==> config.mk <==
export PLATFORM = sky130hd
export DESIGN_NAME = fetch_buffer
export DESIGN_NICKNAME = d
export VERILOG_FILES = /design/src/rtl/fetch_buffer.sv
export SDC_FILE = /design/constraint.sdc
export NUM_CORES = 1
export LEC_CHECK = 0
export CAP_MARGIN = 0
export CORE_MARGIN = 2
export CORE_UTILIZATION = 30
export CTS_BUF_LIST = sky130_fd_sc_hd__clkbuf_4
export DETAILED_ROUTE_END_ITERATION = 16
export PLACE_DENSITY = 0.52
export SLEW_MARGIN = 10
export SYNTH_ARGS = -nofsm -noshare
export SYNTH_HDL_FRONTEND = slang
export SYNTH_SLANG_ARGS = --single-unit
==> constraint.sdc <==
create_clock -name i_clk -period 10.2 [get_ports i_clk]
set_input_delay 3.06 -clock i_clk [delete_from_list [all_inputs] [get_ports i_clk]]
set_output_delay 3.06 -clock i_clk [all_outputs]
set_load 0.01 [all_outputs]
==> src/rtl/fetch_buffer.sv <==
// fetch_buffer: instruction-fetch stage with one outstanding imem read and a 2-entry {pc, instr} buffer.
// Ports: i_clk/i_rst_n (sync active-low reset); i_pc, i_flush from the PC stage; o_pc_en advance strobe;
// o_imem_req/o_imem_addr/i_imem_ack/i_imem_rdata memory read port; o_id_valid/i_id_ready/o_id_pc/o_id_instr to decode.
// Optional macro FETCH_STALL_CNT_EN adds o_stall_cnt, a wrapping count of empty cycles outside DROP.
module fetch_buffer #(
  parameter int          DEPTH     = 2,
  parameter logic [31:0] NOP_INSTR = 32'h0000_0013
) (
  input  logic        i_clk,
  input  logic        i_rst_n,
  input  logic [31:0] i_pc,
  input  logic        i_flush,
  output logic        o_pc_en,
  output logic        o_imem_req,
  output logic [31:0] o_imem_addr,
  input  logic        i_imem_ack,
  input  logic [31:0] i_imem_rdata,
  output logic        o_id_valid,
  input  logic        i_id_ready,
  output logic [31:0] o_id_pc,
  output logic [31:0] o_id_instr
`ifdef FETCH_STALL_CNT_EN
  ,
  output logic [31:0] o_stall_cnt
`endif
);
  typedef enum logic [1:0] {IDLE, WAIT, DROP} state_e;
  state_e      state_q, state_d;
  logic        req_q, req_d, pc_en_q, pc_en_d;
  logic [31:0] addr_q, addr_d;
  logic [1:0]  count_q, count_d;
  logic        rd_q, rd_d, wr_q, wr_d;
  logic [31:0] ent_pc_q [2], ent_pc_d [2];
  logic [31:0] ent_instr_q [2], ent_instr_d [2];
  logic        push, pop, issue;
  assign pop   = (count_q != 2'd0) & i_id_ready;
  assign push  = (state_q == WAIT) & i_imem_ack & ~i_flush;
  // Issue is gated on the registered count, so a pop in the same cycle does not free a slot early.
  assign issue = (state_q == IDLE) & (count_q < 2'(DEPTH)) & ~i_flush;
  always_comb begin
    state_d     = state_q;
    req_d       = req_q;
    addr_d      = addr_q;
    pc_en_d     = issue;
    ent_pc_d    = ent_pc_q;
    ent_instr_d = ent_instr_q;
    if (issue) begin
      state_d = WAIT;
      req_d   = 1'b1;
      addr_d  = i_pc;
    end else if (state_q == WAIT && i_imem_ack) begin
      state_d = IDLE;
      req_d   = 1'b0;
    end else if (state_q == WAIT && i_flush) begin
      state_d = DROP;
      req_d   = 1'b0;
    end else if (state_q == DROP && i_imem_ack) begin
      state_d = IDLE;
    end
    if (push) begin
      ent_pc_d[wr_q]    = addr_q;
      ent_instr_d[wr_q] = i_imem_rdata;
    end
    // A flush kills everything buffered, including an entry popped in the same cycle.
    count_d = i_flush ? 2'd0 : count_q + {1'b0, push} - {1'b0, pop};
    rd_d    = ~i_flush & (rd_q ^ pop);
    wr_d    = ~i_flush & (wr_q ^ push);
  end
  always_ff @(posedge i_clk) begin
    if (!i_rst_n) begin
      state_q <= IDLE;
      req_q   <= 1'b0;
      addr_q  <= 32'h0;
      pc_en_q <= 1'b0;
      count_q <= 2'd0;
      rd_q    <= 1'b0;
      wr_q    <= 1'b0;
    end else begin
      state_q <= state_d;
      req_q   <= req_d;
      addr_q  <= addr_d;
      pc_en_q <= pc_en_d;
      count_q <= count_d;
      rd_q    <= rd_d;
      wr_q    <= wr_d;
    end
  end
  // Entry storage needs no reset: it is only visible while count_q covers it.
  always_ff @(posedge i_clk) begin
    ent_pc_q    <= ent_pc_d;
    ent_instr_q <= ent_instr_d;
  end
  assign o_pc_en     = pc_en_q;
  assign o_imem_req  = req_q;
  assign o_imem_addr = addr_q;
  assign o_id_valid  = count_q != 2'd0;
  assign o_id_pc     = o_id_valid ? ent_pc_q[rd_q] : 32'h0;
  assign o_id_instr  = o_id_valid ? ent_instr_q[rd_q] : NOP_INSTR;
`ifdef FETCH_STALL_CNT_EN
  logic [31:0] stall_cnt_q, stall_cnt_d;
  assign stall_cnt_d = stall_cnt_q + {31'b0, (count_q == 2'd0) & (state_q != DROP)};
  always_ff @(posedge i_clk) begin
    if (!i_rst_n) stall_cnt_q <= 32'h0;
    else stall_cnt_q <= stall_cnt_d;
  end
  assign o_stall_cnt = stall_cnt_q;
`endif
endmodule

Word-level counts from Yosys, hierarchy flattened
Index checks and enable logic that the tools add are counted.

cells by class
  eq/ne operators = 2
  add/subtract/negate cells = 2
  bitwise logic cells = 13
  muxes and demuxes = 19
  order comparisons = 4
  reduce and logical (&&, ||, !) cells = 11

operators with widths
  kind                                                        number
  2-to-1 mux 32 bit                                           9
  bitwise mux 64 bit                                          2
  demux 32 bit (select 1 bit)                                 1
  bitwise AND 1 bit                                           7
  2-to-1 mux 1 bit                                            5
  greater-or-equal comparator 2 bit, second input constant    2
  logical AND 1 bit                                           4
  2-to-1 mux 2 bit                                            2
  inverter 1 -> 2 bit                                         2
  nonzero test 2 bit                                          2
  nonzero test 4 bit                                          1
  nonzero test 3 bit                                          1
  OR reduction 3 bit                                          1
  adder 2 x 1 -> 2 bit                                        1
  == test 2 x 1 -> 1 bit, second input constant               1
  == test 2 bit, second input constant                        1
  logical NOT 2 bit                                           1
  less-than comparator 2 x 1 -> 1 bit, second input constant  1
  less-than comparator 2 bit, second input constant           1
  inverter 1 bit                                              2
  OR reduction 2 bit                                          1
  subtractor 2 x 1 -> 2 bit                                   1
  bitwise XOR 1 bit                                           2

storage, ports and cells
  flip-flop bits (word level) = 168
  logic and storage cells = 63
  output and inout bits = 99

Logic depth before layout (Yosys ltp)
Gate-level depths: netlist of run 1.

  word-level depth = 6
  depth in mapped cells = 6
  gate-level depth less buffers = 6

Worst setup path before layout of run 1
No wires, ideal clock.

  kind = in2reg
  start point = input port i_flush
  end point = register ent_instr_q[32] (netlist name) (enable)
  buffers on the path = 0
  setup slack = 2,110 ps
  arrival = 7,524 ps
  cell stages on the path = 1
  library setup time = 565 ps
  cells stage by stage = nor3_1

on the way
  cells in the longest elaborated chain, start to end = 2

ends and longest elaborated chain
  item                  line  text
  from (decl)           12    input logic i_flush,
  inverter 1 bit        37    assign push = (state_q == WAIT) & i_imem_ack & ~i_flush;
  bitwise AND 1 bit     37
  to (signal assigned)  91    ent_instr_q <= ent_instr_d;
  to (decl)             34    logic [31:0] ent_instr_q [2], ent_instr_d [2];

Every way passes these cells.
A chain may end at the register's enable or synchronous reset.

Worst setup path after layout of run 1
  start point = register rd_q
  end point = output port o_id_instr[31]

on the way
  cells in the longest elaborated chain, start to end = 5

ends and longest elaborated chain
  item                                                  line  text
  from (decl)                                           32    logic rd_q, rd_d, wr_q, wr_d;
  from (signal assigned)                                84    rd_q <= rd_d;
  inverter 1 -> 2 bit (not written as such)             98    assign o_id_instr = o_id_valid ? ent_instr_q[rd_q] : NOP_INSTR;
  2-to-1 mux 32 bit (not written as such) (3 in a row)  98
  2-to-1 mux 32 bit                                     98
  to (decl)                                             21    output logic [31:0] o_id_instr

Every way passes these cells. The select of a mux whose other input is x is not followed.

==> flow_summary.json, run 1 <==
{
  "outcome": "completed",
  "drtIter0Drc": 144,
  "p_per_area_mw_per_mm2": 148.0,
  "hold_viol": 0,
  "final_cells": 835,
  "design.die.area_sq_mm": 0.02178,
  "hold_buffers": 0,
  "p_leak_nw": 2.682,
  "insertion_delay_ns": 0.53,
  "cts_tree": "done",
  "hp-class": "flip-flop to flip-flop",
  "crit_family": "flip-flops",
  "worst_pin_slew_ns": 1.176,
  "wl_per_cell_microns": 15.52,
  "layout.nets": 621,
  "dp_hpwl_mm": 8.125,
  "cts_buffers": 17,
  "cp.arrival_ns": 2.67,
  "grt_pass1_vias": 3791,
  "netlist_area_sq_mm": 0.006186,
  "cts_buffer_depth": 2,
  "rows": 52,
  "finClkSkew_ns": 0.01628,
  "via_per_inst": 4.392,
  "setup_tns_ns": 0,
  "placed_cells": 802,
  "critPathKind": "flip-flop to output pin",
  "crit_path_end_kind": "output pin",
  "period_share_pct": 56.20,
  "power_frac_comb_pct": 7.5,
  "drive_gt1_share_pct": 7.270,
  "firstDrtPassIters": 4,
  "ant_nets": 0,
  "cts_sinks": 168,
  "grt_usage_pct": 12.20,
  "reg2reg_depth": 2,
  "cp_max_fo": 65,
  "grt_max_degree": 66,
  "clockPowerShare_pct": 31.0,
  "avgSynthCellArea_sq_um": 16.24,
  "drc": 0,
  "ys_seq_area_share_pct": 75.08,
  "internal_power_w": 0.0009800,
  "min_period_ns": 5.733,
  "relSlewSlack_pct": 21.58,
  "dpl_cell_area_sq_mm": 0.008110,
  "synthCells": 381,
  "cts.clk_slew.worst_paths_ns": 0.14,
  "post_cts_resized": 0,
  "setup_violations": 0,
  "gp_congestion": 0.7043,
  "die_w_microns": 147.6,
  "area_growth_pct": 35.84,
  "port_buffers": 167,
  "maxCapViolCount": 0,
  "grt_pass1_wl_mm": 20.07,
  "die_h_microns": 147.6,
  "io_pins": 168,
  "cp.required_ns": 7.14,
  "ctsHtreeMaxLevel": 4,
  "ys_types": 29,
  "final_util_pct": 41.53,
  "ys_ff_latch": 168,
  "crit_path_top_delay_cell": "dfxtp_4",
  "root_buffer": "clkbuf_4",
  "holdPathStages": 0,
  "slowest_delay_ns": 1.15,
  "grt_setup_unrepaired": "no",
  "antenna_found_initial": 1,
  "n_fill_cell": 1882,
  "seqPwrFrac_pct": 61.5,
  "design_area_sq_mm": 0.008403,
  "ir_drop_mv": 0.06314,
  "critical_path_depth": 3,
  "swShare_pct": 21.20,
  "overflow": 0,
  "core_sq_mm": 0.02023,
  "routed_wl_mm": 12.96,
  "whs_ns": 0.5049,
  "ys_warn_count": 0,
  "start_util_pct": 30.57,
  "post_cts_buffers": 0,
  "vias": 3667,
  "slew_violations": 0,
  "critPathLaunchType": "flip-flop",
  "syn_nets": 451,
  "crit_buf_inv": 1,
  "switchingPower_w": 0.0002636,
  "cp_cell_sequence": "mux2i_1 > nor2_1 > clkdlybuf4s50_1",
  "fmax_mhz": 174.4
}
==> cell type report <==
class	count	area (sq um)	share of cell area (%)
Sequential cell	168	4648	55.32
Timing Repair Buffer	171	1702	20.25
Multi-Input combinational cell	191	1415	16.84
Tap cell	270	337.8	4.020
Clock inverter	14	155.1	1.846
Clock buffer	18	135.1	1.608
Inverter	2	7.507	0.08934
Antenna cell	1	2.502	0.02978
==> Yosys cell counts <==
| cell | n | share of area [%] |
|---|---|---|
| edfxtp_1 | 128 | 62 |
| a21oi_1 | 2 | 0.16 |
| nor4_2 | 1 | 0.20 |
| o21bai_1 | 1 | 0.12 |
| nor3_1 | 1 | 0.081 |
| nor2b_1 | 4 | 0.40 |
| o21ai_0 | 3 | 0.24 |
| ha_1 | 1 | 0.20 |
| a22o_1 | 32 | 4.5 |
| o21ai_1 | 1 | 0.081 |
| nand2b_4 | 1 | 0.22 |
| nor4_4 | 1 | 0.34 |
| nand3b_1 | 1 | 0.12 |
| buf_2 | 7 | 0.57 |
| dfxtp_1 | 40 | 13 |
| mux2i_1 | 64 | 10 |
| or3_1 | 1 | 0.10 |
| nor2_1 | 65 | 3.9 |
| a21boi_0 | 1 | 0.12 |
| nand2_1 | 3 | 0.18 |
| xnor2_1 | 1 | 0.14 |
| inv_1 | 2 | 0.12 |
| xor2_1 | 3 | 0.42 |
| buf_6 | 7 | 1.3 |
| nand2b_1 | 1 | 0.10 |
| clkbuf_1 | 6 | 0.36 |
| and2_1 | 1 | 0.10 |
| a31o_1 | 1 | 0.14 |
| nor4bb_2 | 1 | 0.26 |
==> per-stage QoR <==
| step | total power [W] | worst slack (ns) |
|---|---|---|
| 2_1_floorplan | 0.0008137 | 2.110 |
| 3_3_place_gp | 0.0008740 | 4.873 |
| 3_5_place_dp | 0.0008760 | 4.784 |
| 4_1_cts | 0.001267 | 4.352 |
| 5_1_grt | 0.001300 | 4.243 |
| 6_report | 0.001244 | 4.467 |
==> cell usage in the layout (no fill, tap or decap), types with 2 or more instances in the layout <==
cell               n
clkdlybuf4s50_1  167
edfxtp_1         128
mux2i_1           64
nor2_1            64
dfxtp_1           39
a22o_1            32
clkbuf_4          18
clkinv_1           4
buf_4              4
nand2_1            3
nor2b_1            3
o21ai_0            3
xor2_1             3
clkinv_2           3
bufinv_16          3
clkinv_4           3
inv_1              2
a21oi_1            2
==> layer usage <==
metal  vias up  track usage (%)  part of all wire, %
li1       1765                -                    -
met2        90            20.67                   51
met1      1805            14.55                   43
met4         0            4.423                 0.96
met5         -                0                    0
met3         7            3.981                  5.1
==> power groups by stage <==
| stage | logic (W) | clock network [W] | registers (W) |
|---|---|---|---|
| 3_5_place_dp | 0.0000945 | 0 | 0.000781 |
| 4_1_cts | 0.0000951 | 0.000406 | 0.000766 |
| 2_1_floorplan | 0.0000312 | 0 | 0.000782 |
| 6_report | 0.0000933 | 0.000385 | 0.000765 |
| 3_3_place_gp | 0.0000934 | 0 | 0.000781 |
| 5_1_grt | 0.000100 | 0.000431 | 0.000769 |
==> final timing paths <==
kind	start	to	slack, ns
setup / recovery	rd_q$_SDFF_PN0_	o_id_instr[31]	4.47
hold reg to reg	o_imem_addr[25]$_SDFFE_PN0P_	ent_pc_q[25]$_DFFE_PP_	0.50
hold / removal	o_imem_addr[25]$_SDFFE_PN0P_	ent_pc_q[25]$_DFFE_PP_	0.50
setup reg to reg	state_q[0]$_SDFFE_PN0P_	ent_pc_q[20]$_DFFE_PP_	8.00
==> registers in the layout (all words and copies together) (netlist names) <==
name	count
o_imem_req	1
ent_instr_q	64
ent_pc_q	64
o_pc_en	1
state_q	2
wr_q	1
rd_q	1
o_imem_addr	32
count_q	2
==> cell families (layout without fill, tap and decap cells) <==
| kind of cell | Yosys count | after routing | synth area share [%] |
|---|---|---|---|
| flip-flops | 168 | 168 | 75.08 |
| AND/OR/NAND/NOR | 81 | 81 | 6.068 |
| AO/OA/AOI/OAI | 41 | 41 | 5.400 |
| XOR/XNOR | 4 | 4 | 0.5664 |
| adder cells (fa/ha/maj) | 1 | 1 | 0.2022 |
| other | 0 | 1 | 0 |
| buffers and inverters | 22 | 205 | 2.326 |
| multiplexers | 64 | 64 | 10.36 |
Note: power is estimated with default switching activity, not from simulation.
==> run 2: changes to the inputs <==
==> constraint.sdc (replaced) <==
create_clock -name i_clk -period 5.4 [get_ports i_clk]
set_input_delay 1.62 -clock i_clk [delete_from_list [all_inputs] [get_ports i_clk]]
set_output_delay 1.62 -clock i_clk [all_outputs]
set_load 0.01 [all_outputs]
==> run 2 against run 1 <==
  * Die area unchanged
  * Critical path depth unchanged
  * Non-clock buffer count up 1
  * Largest power group unchanged
  * Sequential share of layout area down 0.11 points
  * Global-route usage about the same
==> flow_summary.json, run 2 (synthesis results as in run 1) <==
{
  "outcome": "completed",
  "slew_violations": 0,
  "start_util_pct": 30.57,
  "gp_congestion": 0.7350,
  "p_per_area_mw_per_mm2": 281.8,
  "overflow": 0,
  "rows": 52,
  "drc": 0,
  "worst_pin_slew_ns": 1.185,
  "layout_setup_ws_ns": 1.158,
  "firstDrtPassIters": 4,
  "setup_violations": 0,
  "root_buffer": "clkbuf_4",
  "final_util_pct": 41.61,
  "grt_pass1_vias": 3903,
  "ctsHtreeMaxLevel": 4,
  "cp_max_fo": 65,
  "grt_setup_unrepaired": "no",
  "placed_cells": 803,
  "slowest_delay_ns": 1.14,
  "relSlewSlack_pct": 21.03,
  "hold_viol": 0,
  "area_growth_pct": 36.10,
  "final_cell_mix": "clkdlybuf4s50_1, edfxtp_1, mux2i_1, nor2_1, dfxtp_1",
  "cp.required_ns": 3.78,
  "period_share_pct": 78.55,
  "vias": 3735,
  "dp_slack_ns": 1.423,
  "layout.nets": 622,
  "fmax_mhz": 235.7,
  "via_per_inst": 4.468,
  "dp_hpwl_mm": 8.243,
  "grt_usage_pct": 12.17,
  "hp-class": "flip-flop to flip-flop",
  "die_h_microns": 147.6,
  "cts_buffer_depth": 2,
  "post_cts_buffers": 0,
  "crit_path_top_delay_cell": "dfxtp_4",
  "cts_tree": "done",
  "critPathKind": "flip-flop to output pin",
  "routed_wl_mm": 13.07,
  "post_cts_resized": 0,
  "min_period_ns": 4.242,
  "cp_cell_sequence": "mux2i_1 > nor2_1 > clkdlybuf4s50_1",
  "finClkSkew_ns": 0.02564,
  "wl_per_cell_microns": 15.63,
  "maxCapViolCount": 0,
  "critPathLaunchType": "flip-flop",
  "hold_buffers": 0,
  "p_leak_nw": 2.685,
  "grt_max_degree": 66,
  "io_pins": 168,
  "core_sq_mm": 0.02023,
  "cts.clk_slew.worst_paths_ns": 0.12,
  "drtIter0Drc": 137,
  "design_area_sq_mm": 0.008419,
  "dpl_cell_area_sq_mm": 0.008124,
  "ir_drop_mv": 0.1200,
  "insertion_delay_ns": 0.52,
  "design.die.area_sq_mm": 0.02178,
  "antenna_found_initial": 1,
  "cp.arrival_ns": 2.62,
  "setup_tns_ns": 0,
  "crit_path_end_kind": "output pin",
  "grt_pass1_wl_mm": 20.29,
  "drive_gt1_share_pct": 7.434,
  "port_buffers": 167,
  "cts_sinks": 168,
  "final_cells": 836,
  "ant_nets": 0,
  "cts_buffers": 17,
  "die_w_microns": 147.6,
  "mostFrequentLayoutCell": "clkdlybuf4s50_1"
}
-- run 2: layer usage --
layer	vias to the layer above	wire length, microns	global-route usage (%)
met5	-	0	0
met4	0	299	5.481
met3	19	681	3.364
met2	102	6496	20.42
met1	1842	5591	14.63
li1	1772	-	-
-- run 2: final cells by class --
| cell class | count | area, sq um |
|---|---|---|
| timing repair buffer | 172 | 1709 |
| sequential | 168 | 4648 |
| fill | 1858 | 11820 |
| multi-input combinational | 191 | 1421 |
| antenna | 1 | 2.502 |
| tap | 270 | 337.8 |
| clock inverter | 13 | 150.1 |
| inverter | 2 | 7.507 |
| clock buffer | 19 | 142.6 |
-- run 2: report_power, final --
| part | switching, W | leakage [nW] | internal, W |
|---|---|---|---|
| clock | 0.000419 | 0.162 | 0.000330 |
| combinational | 0.0000684 | 1.05 | 0.000109 |
| sequential | 0.0000259 | 1.48 | 0.00142 |
-- run 2: path summary, 6_finish.rpt --
path              slack (ns)                        to  cells after the start                        start
setup reg to reg        3.21  ent_instr_q[2]$_DFFE_PP_                      2      state_q[0]$_SDFFE_PN0P_
setup / recovery        1.16                o_id_pc[4]                      3              rd_q$_SDFF_PN0_
hold / removal          0.50    ent_pc_q[38]$_DFFE_PP_                      0  o_imem_addr[6]$_SDFFE_PN0P_
hold reg to reg         0.50    ent_pc_q[38]$_DFFE_PP_                      0  o_imem_addr[6]$_SDFFE_PN0P_
-- run 2: stage by stage --
step | hold slack (ns) | total power [W]
after CTS | 0.5074 | 0.002412
after floorplan | 0.5128 | 0.001536
after detailed placement | 0.4700 | 0.001656
after global placement | 0.4720 | 0.001651
final | 0.5049 | 0.002373
after global routing | 0.5204 | 0.002473
-- run 2: critical path: cells and delay by family, from the launching register on --
family / cells / cell delay (ns)
buffers and inverters: 1 / 0.56
DFF: 1 / 1.14
muxes: 1 / 0.21
and+or+nand+nor: 1 / 0.16
==> run 3: changes to the inputs <==
--- a/config.mk
+++ b/config.mk
@@ -10,7 +10,7 @@
 export CORE_UTILIZATION = 30
 export CTS_BUF_LIST = sky130_fd_sc_hd__clkbuf_4
 export DETAILED_ROUTE_END_ITERATION = 16
-export PLACE_DENSITY = 0.52
+export PLACE_DENSITY = 0.54
 export SLEW_MARGIN = 10
 export SYNTH_ARGS = -nofsm -noshare
 export SYNTH_HDL_FRONTEND = slang
==> constraint.sdc (replaced) <==
create_clock -name i_clk -period 3.4 [get_ports i_clk]
set_input_delay 1.02 -clock i_clk [delete_from_list [all_inputs] [get_ports i_clk]]
set_output_delay 1.02 -clock i_clk [all_outputs]
set_load 0.01 [all_outputs]
==> run 3 against run 2 <==
  * Register-to-register slack worse by 1.7 ns
  * Critical endpoint is now o_id_pc[12]
  * Count of clock-buffer cells in the layout down 1
  * Hold slack better by 0.0036 ns
  * Global-route usage up 0.064 points
  * Sequential share of layout area down 0.70 points
  * Total power up 55%
  * Final area up 1.3%
  * Clock power up 47%
  * Highest routed layer unchanged
  * Critical path depth up 1
  * Sequential power up 58%
  * First-iteration DRC count up 8.0%
  * Setup slack worse by 0.92 ns
==> flow_summary.json, run 3 (synthesis results as in run 1) <==
{
  "outcome": "completed",
  "rows": 52,
  "finClkSkew_ns": 0.01965,
  "vias": 3722,
  "die_h_microns": 147.6,
  "core_sq_mm": 0.02023,
  "worst_r2r_endpoint": "count_q[1]$_SDFF_PP0_",
  "start_util_pct": 30.57,
  "final_cell_mix": "clkdlybuf4s50_1, edfxtp_1, mux2i_1, nor2_1, dfxtp_1",
  "reg2reg_depth": 6,
  "drive_gt1_share_pct": 9.201,
  "wl_per_cell_microns": 15.49,
  "gp_congestion": 0.6809,
  "maxCapViolCount": 0,
  "cp.arrival_ns": 2.14,
  "critPathKind": "flip-flop to output pin",
  "firstDrtPassIters": 4,
  "hold_path_end": "o_imem_req$_SDFFE_PN0P_",
  "grt_pass1_wl_mm": 20.41,
  "grt_pass1_vias": 3882,
  "cp_cell_sequence": "nor2_4 > buf_4 > nor2_1 > clkdlybuf4s50_1",
  "top_usage_layer": "met2",
  "fmax_mhz": 316.5,
  "cts_buffers": 17,
  "via_per_inst": 4.400,
  "design.die.area_sq_mm": 0.02178,
  "crit_family": "buffers and inverters",
  "min_period_ns": 3.160,
  "met2_usage_pct": 20.21,
  "drtIter0Drc": 148,
  "die_w_microns": 147.6,
  "ant_nets": 0,
  "whs_ns": 0.5084,
  "grt_usage_pct": 12.23,
  "hp-class": "flip-flop to flip-flop",
  "critical_path_depth": 4,
  "root_buffer": "clkbuf_4",
  "cts_sinks": 168,
  "crit_buf_inv": 2,
  "slowest_delay_ns": 0.57,
  "ir_drop_mv": 0.1819,
  "crit_path_top_delay_cell": "clkdlybuf4s50_1",
  "cts_tree": "done",
  "cp.required_ns": 2.38,
  "ctsHtreeMaxLevel": 4,
  "port_buffers": 167,
  "relSlewSlack_pct": 62.71,
  "insertion_delay_ns": 0.54,
  "cts_buffer_depth": 2,
  "use_met3_pct": 4.167,
  "grt_setup_unrepaired": "no",
  "grt_max_degree": 43,
  "layout.nets": 633,
  "hp-start": "o_imem_req$_SDFFE_PN0P_",
  "p_leak_nw": 2.744,
  "hold_viol": 0,
  "cts.clk_slew.worst_paths_ns": 0.14,
  "slew_violations": 0,
  "met1_usage_pct": 15.15,
  "drc": 0,
  "setup_tns_ns": 0,
  "crit_path_end_kind": "output pin",
  "setup_violations": 0,
  "io_pins": 168,
  "worst_pin_slew_ns": 0.5593,
  "dp_hpwl_mm": 8.695,
  "period_share_pct": 92.94,
  "timing.rr.start": "state_q[0]$_SDFFE_PN0P_",
  "overflow": 0,
  "mostFrequentLayoutCell": "clkdlybuf4s50_1",
  "holdPathStages": 1,
  "ff2ff_setup_slack_ns": 1.47,
  "cp_max_fo": 22,
  "antenna_cells": 0,
  "area_growth_pct": 37.84,
  "antenna_found_initial": 0,
  "p_per_area_mw_per_mm2": 432.2,
  "critPathLaunchType": "flip-flop",
  "routed_wl_mm": 13.10
}
==> run 3: how the worst max path moves through the flow <==
stage	startpoint	slack, ns	to
4_1_cts	count_q[1]$_SDFF_PP0_	0.1	o_id_instr[0]
6_report	count_q[1]$_SDFF_PP0_	0.24	o_id_pc[12]
3_5_place_dp	i_imem_ack	0.32	count_q[1]$_SDFF_PP0_
3_3_place_gp	i_imem_ack	0.35	count_q[1]$_SDFF_PP0_
5_1_grt	count_q[1]$_SDFF_PP0_	0.01	o_id_instr[0]
2_1_floorplan	i_imem_ack	0.003	ent_instr_q[0]$_DFFE_PP_
==> run 3: area by class of cell <==
| class | instances | area [sq um] |
|---|---|---|
| sequential | 168 | 4648 |
| timing repair buffer | 183 | 1844 |
| clock buffer | 18 | 135.1 |
| multi-input combinational | 191 | 1421 |
| tap | 270 | 337.8 |
| inverter | 2 | 7.507 |
| clock inverter | 14 | 132.6 |
| fill | 1840 | 11710 |
==> run 3: repair_timing <==
action,4_1_cts,5_1_grt
resized for setup,2,2
hold buffers,0,0
buffers inserted,4,0
endpoints found under the setup margin,14,3
cloned,0,0
==> run 3: where the power goes <==
group,internal (W),switching [W],total (W)
clock,0.000436,0.000668,0.00110
combinational,0.000175,0.000111,0.000286
sequential,0.00226,0.0000378,0.00229
==> run 3: routing by layer <==
metal  share of wire (%)  wire (microns)
met5                   0               0
met4                 1.1             148
met3                 5.9             778
met2                  49            6363
met1                  44            5810
==> run 3: per-stage QoR <==
stage               total power (W)  cells  utilization [%]  instance area (sq um)  worst slack [ns]
floorplan                  0.002440    381                -                   6197          0.002589
global placement           0.002624    810            40.59                   8214            0.3478
detailed placement         0.002630    810            40.59                   8214            0.3197
CTS                        0.003741    846            42.12                   8523           0.09504
global route               0.003844    846            42.14                   8527          0.009958
finish                     0.003685    846            42.14                   8527            0.2401
==> run 3: worst register-to-register path: cells and delay by family, from the launching register on <==
| kind | cells | cell delay [ns] |
|---|---|---|
| simple gates | 2 | 0.75 |
| flops | 1 | 0.50 |
| xor+xnor | 2 | 0.29 |
| fa+ha+maj | 1 | 0.21 |
| compound gates | 1 | 0.13 |
